<file path="src/rtl/kpg_pkg.sv">
// Shared KPG symbol encoding and prefix combine operator for the
// Kogge-Stone adder pipeline.
package kpg_pkg;

  typedef logic [1:0] kpg_t;

  localparam kpg_t KPG_K = 2'b00;
  localparam kpg_t KPG_P = 2'b01;
  localparam kpg_t KPG_G = 2'b10;

  // hi is the more-significant span; a propagating hi defers to lo.
  function automatic kpg_t kpg_combine(input kpg_t lo, input kpg_t hi);
    return (hi == KPG_P) ? lo : hi;
  endfunction

endpackage

</file>
<file path="src/rtl/kpg_cell.sv">
// One Kogge-Stone prefix node: combinational KPG combine.
module kpg_cell
  import kpg_pkg::*;
(
  input  logic [1:0] lo,
  input  logic [1:0] hi,
  output logic [1:0] y
);

  assign y = kpg_combine(lo, hi);

endmodule

</file>
<file path="src/rtl/kpg_prefix_adder_pipe.sv">
// Pipelined Kogge-Stone KPG prefix adder, one prefix level per stage,
// valid/ready on both sides. Optional ovf port under `KPG_OVF_EN.
module kpg_prefix_adder_pipe
  import kpg_pkg::*;
#(
  parameter int WIDTH = 16
) (
  input  logic             clk,
  input  logic             rst,
  input  logic             in_valid,
  output logic             in_ready,
  input  logic [WIDTH-1:0] a,
  input  logic [WIDTH-1:0] b,
  input  logic             cin,
  output logic             out_valid,
  input  logic             out_ready,
  output logic [WIDTH-1:0] sum,
  output logic             cout
`ifdef KPG_OVF_EN
  ,
  output logic             ovf
`endif
);

  localparam int LVL = $clog2(WIDTH);

  // Symbol index 0 is the cin symbol (bit -1); index i+1 is operand bit i.
  kpg_t [WIDTH:0]   enc;
  kpg_t [WIDTH:0]   sym_q [LVL+1];
  kpg_t [WIDTH:0]   lvl_d [1:LVL];
  logic [WIDTH-1:0] p_q   [LVL+1];
  logic [LVL:0]     v_q;
  logic [WIDTH:0]   carry;
  logic             adv;

  assign out_valid = v_q[LVL];
  assign adv       = ~out_valid | out_ready;
  assign in_ready  = adv;

  always_comb begin
    enc    = '0;
    enc[0] = cin ? KPG_G : KPG_K;
    for (int unsigned i = 0; i < WIDTH; i++) begin
      enc[i+1] = (a[i] & b[i]) ? KPG_G : ((a[i] ^ b[i]) ? KPG_P : KPG_K);
    end
  end

  genvar j, k;
  generate
    for (j = 1; j <= LVL; j++) begin : g_lvl
      localparam int D = 1 << (j - 1);
      for (k = 0; k <= WIDTH; k++) begin : g_node
        if (k >= D) begin : g_cell
          kpg_cell u_cell (
            .lo (sym_q[j-1][k-D]),
            .hi (sym_q[j-1][k]),
            .y  (lvl_d[j][k])
          );
        end else begin : g_pass
          assign lvl_d[j][k] = sym_q[j-1][k];
        end
      end
    end
  endgenerate

  always_ff @(posedge clk) begin
    if (rst) begin
      v_q <= '0;
      for (int unsigned s = 0; s <= LVL; s++) begin
        sym_q[s] <= '0;
        p_q[s]   <= '0;
      end
    end else if (adv) begin
      v_q[0]   <= in_valid;
      sym_q[0] <= enc;
      p_q[0]   <= a ^ b;
      for (int unsigned s = 1; s <= LVL; s++) begin
        v_q[s]   <= v_q[s-1];
        sym_q[s] <= lvl_d[s];
        p_q[s]   <= p_q[s-1];
      end
    end
  end

  // LVL levels of doubling span WIDTH symbols, so the top node stops one
  // short of the cin symbol; a residual P there resolves to the cin symbol.
  always_comb begin
    carry = '0;
    for (int unsigned n = 0; n <= WIDTH; n++) begin
      carry[n] = (sym_q[LVL][n] == KPG_G) ||
                 ((sym_q[LVL][n] == KPG_P) && (sym_q[LVL][0] == KPG_G));
    end
  end

  assign sum  = p_q[LVL] ^ carry[WIDTH-1:0];
  assign cout = carry[WIDTH];

`ifdef KPG_OVF_EN
  assign ovf = carry[WIDTH-1] ^ carry[WIDTH];
`endif

endmodule

</file>
<file path="config.mk">
export PLATFORM = sky130hd
export DESIGN_NAME = kpg_prefix_adder_pipe
export DESIGN_NICKNAME = d
export VERILOG_FILES = /design/src/rtl/kpg_pkg.sv /design/src/rtl/kpg_cell.sv /design/src/rtl/kpg_prefix_adder_pipe.sv
export SDC_FILE = /design/constraint.sdc
export NUM_CORES = 1
export LEC_CHECK = 0
export BUFFER_PORTS_ARGS = -buffer_cell sky130_fd_sc_hd__buf_2
export CAP_MARGIN = 5
export CELL_PAD_IN_SITES_DETAIL_PLACEMENT = 1
export CELL_PAD_IN_SITES_GLOBAL_PLACEMENT = 2
export CORE_AREA = 2 2 159 161
export DETAILED_ROUTE_END_ITERATION = 6
export DIE_AREA = 0 0 161 163
export PLACE_DENSITY = 0.78
export SYNTH_ARGS = -nofsm -noshare
export SYNTH_HDL_FRONTEND = slang
export SYNTH_HIERARCHICAL = 1
export SYNTH_SLANG_ARGS = --single-unit
</file>
<file path="constraint.sdc">
create_clock -name clk -period 11.3 [get_ports clk]
set_clock_uncertainty 0.05 [all_clocks]
set_input_delay 2.825 -clock clk [delete_from_list [all_inputs] [get_ports clk]]
set_output_delay 2.825 -clock clk [all_outputs]
set_load 0.01 [all_outputs]
</file>
==> results_dict.tcl <==
set metrics [dict create \
    status "finished, final reports clean" \
    seqPwrFrac 0.541 \
    yosys.cell_types.count 26 \
    cts.sinks 250 \
    maxCapViolations 0 \
    cts-root-buf "clkbuf_16" \
    synth_edf_count 245 \
    vias 5369 \
    ctsResizeCount 0 \
    crit_fanout 8 \
    yosysMostFrequentCell "edfxtp_1" \
    grt_pass1_wl_mm 28.0 \
    synthCells 731 \
    fin_crit_sh 0.564 \
    drtPass1Iterations 4 \
    ys.flop_type "edfxtp_1" \
    synth_xor_area_frac 0.0129 \
    synthSimpleGateAreaFrac 0.165 \
    ant_nets 0 \
    p_comb_frac 0.033 \
    path_class "in -> out" \
    wl_per_cell_um 14.9 \
    internal-power_w 0.00158 \
    hold_depth 2 \
    placed_cells 1093 \
    min_to "v_q[0]$_SDFFE_PP0N_" \
    critPathRequiredTime_ns 8.43 \
    diodes 0 \
    setup_viol 0 \
    grt_pass1_vias 5602 \
    ir_drop_mv 0.109 \
    regArea_um2 7460 \
    clkPwrFrac 0.425 \
    final_cells 1140 \
    switching_share 0.194 \
    grt_max_degree 137 \
    fillCellCount 2482 \
    synth-async-reset-ratio 0 \
    initial_utilization 0.441 \
    rsz0062_at_grt "no" \
    max-clock-path-buffers 3 \
    syn_area_per_cell_um2 14.9 \
    rr_startpoint "v_q[4]$_SDFFE_PP0N_" \
    synth_area_leaders "edfxtp_1, and2_1, a21o_1" \
    multiInputGateArea_um2 3050 \
    drc 0 \
    ys_warn_count 6 \
    clock_latency_ns 0.52 \
    tightest_slew_ns 1.16 \
    rr_worst_depth 3 \
    synthAdderAreaFrac 0.0184 \
    cp-start-kind "input pin" \
    drv_slew 0 \
    routabilityCongestion 0.746 \
    synth_common_cells "edfxtp_1, and2_1, a21o_1, o21a_1, buf_6" \
    fin_crit_ns 6.37 \
    r2r-end "sym_q[2][31]$_SDFFCE_PP0P_" \
    synth_area_leader_cell "edfxtp_1" \
    power_switching_w 0.000380 \
    die_area_um2 26200 \
    finalHoldViolations 0 \
    core_region_area_um2 24700 \
    synth_top_family_by_area "simple AND/OR/NAND/NOR gates" \
    fin_tns_setup_ns 0 \
    syn-cell-area_um2 10900 \
    grt.total_usage 0.131 \
    routed_wl_mm 17.0 \
    r2r_slack_ns 8.51 \
    ctsHtreeMaxLevel 1 \
    port_buffers 55 \
    post-cts-setup-buffers 0 \
    die_y_um 163 \
    nNetsFinal 844 \
    fmax_mhz 157 \
    area_growth_pct 11.6 \
    ys_seq_area_frac 0.686 \
    grt-ovfl-total 0 \
    max_slew_margin 0.228 \
    synthMuxAreaShare 0 \
    ios 56 \
    place_hpwl_mm 11.4 \
    hold_buffers 0 \
    clk_pin_slew_worst_paths_ns 0.06 \
    drive_above_1_share 0.137 \
    hold_ws_ns 0.412 \
    crit_start "out_ready" \
    synth_compound_area_frac 0.0824 \
    cts_buffers 26 \
    endpoint_kind "primary output" \
    hold_class "reg -> reg" \
    rows 58 \
    crit_arrival_ns 3.49 \
    ys_seq_elements 250 \
    synth_top_area_frac 0.677 \
    fin_util 0.492 \
    drt-initial-drc-count 287 \
    hold_start "v_q[0]$_SDFFE_PP0N_" \
    antenna_found_initial 0 \
    via_per_inst 4.71 \
    die_x_um 161 \
    p_leak_nw 5.45 \
    tritoncts "done" \
    powerDensity_nw_per_um2 161 \
]
==> area by class of cell <==
cell class,count,share of cell area
multi-input cells,437,0.252
inverters,17,0.00567
flip-flops and latches,250,0.614
clock buffers,32,0.0572
well taps,330,0.0340
repair buffers,59,0.0252
clock inverters,15,0.0120
==> routing by layer <==
metal | vias to the layer above | part of all wire | global-route usage
li1 | 2712 | - | -
met1 | 2547 | 0.45 | 0.168
met2 | 78 | 0.48 | 0.227
met3 | 32 | 0.038 | 0.0222
met4 | 0 | 0.024 | 0.0398
met5 | - | 0 | 0
==> stage by stage <==
step	setup slack (ns)	instance area (µm²)	total power [W]
after detailed placement	4.92	11300	0.00115
final	4.93	12100	0.00196
after global routing	4.87	12100	0.00203
after floorplan	1.91	10900	0.00113
after global placement	4.97	11300	0.00114
after CTS	4.92	12100	0.00198
==> flip-flops by register name, indices dropped and copies added (netlist names) <==
register,count
v_q,5
sym_q,165
p_q,80
==> cells in the final DEF (no fill, tap or decap), types with 15 or more instances in the layout <==
cell type,netlist,final
edfxtp_1,245,245
and2_1,229,229
inv_1,16,16
o21a_1,53,53
a21o_1,53,53
o21ai_0,16,16
nand3b_1,15,15
xor2_1,16,16
clkbuf_16,0,27
buf_2,3,55
ha_1,16,16
==> critical path: stages <==
cell and delay (ns):
buf_2 0.11, nor2b_4 0.29, clkinv_4 0.11, buf_2 0.15
==> cell families after synthesis <==
group                      after synthesis
and+or+nand+nor                        275
DFF                                    250
AOI/OAI and AO/OA                      126
buffers and inverters                   47
xor gates and xnor gates                16
adders and majority gates               16
other                                    1
==> how the worst max path moves through the flow <==
stage	to	depth (start not counted)	slack, ns
after floorplan	p_q[0][0]$_SDFFCE_PP0P_	1	1.91
after global placement	in_ready	4	4.97
after detailed placement	in_ready	4	4.92
after CTS	in_ready	4	4.92
after global routing	in_ready	4	4.87
final	in_ready	4	4.93
==> power by group through the flow <==
stage / clock network, W / logic, W / registers [W]
after floorplan: 0 / 0.0000535 / 0.00107
after global placement: 0 / 0.0000643 / 0.00108
after detailed placement: 0 / 0.0000669 / 0.00108
after CTS: 0.000853 / 0.0000678 / 0.00106
after global routing: 0.000888 / 0.0000748 / 0.00106
final: 0.000833 / 0.0000656 / 0.00106
Note: power is estimated with default switching activity, not from simulation.
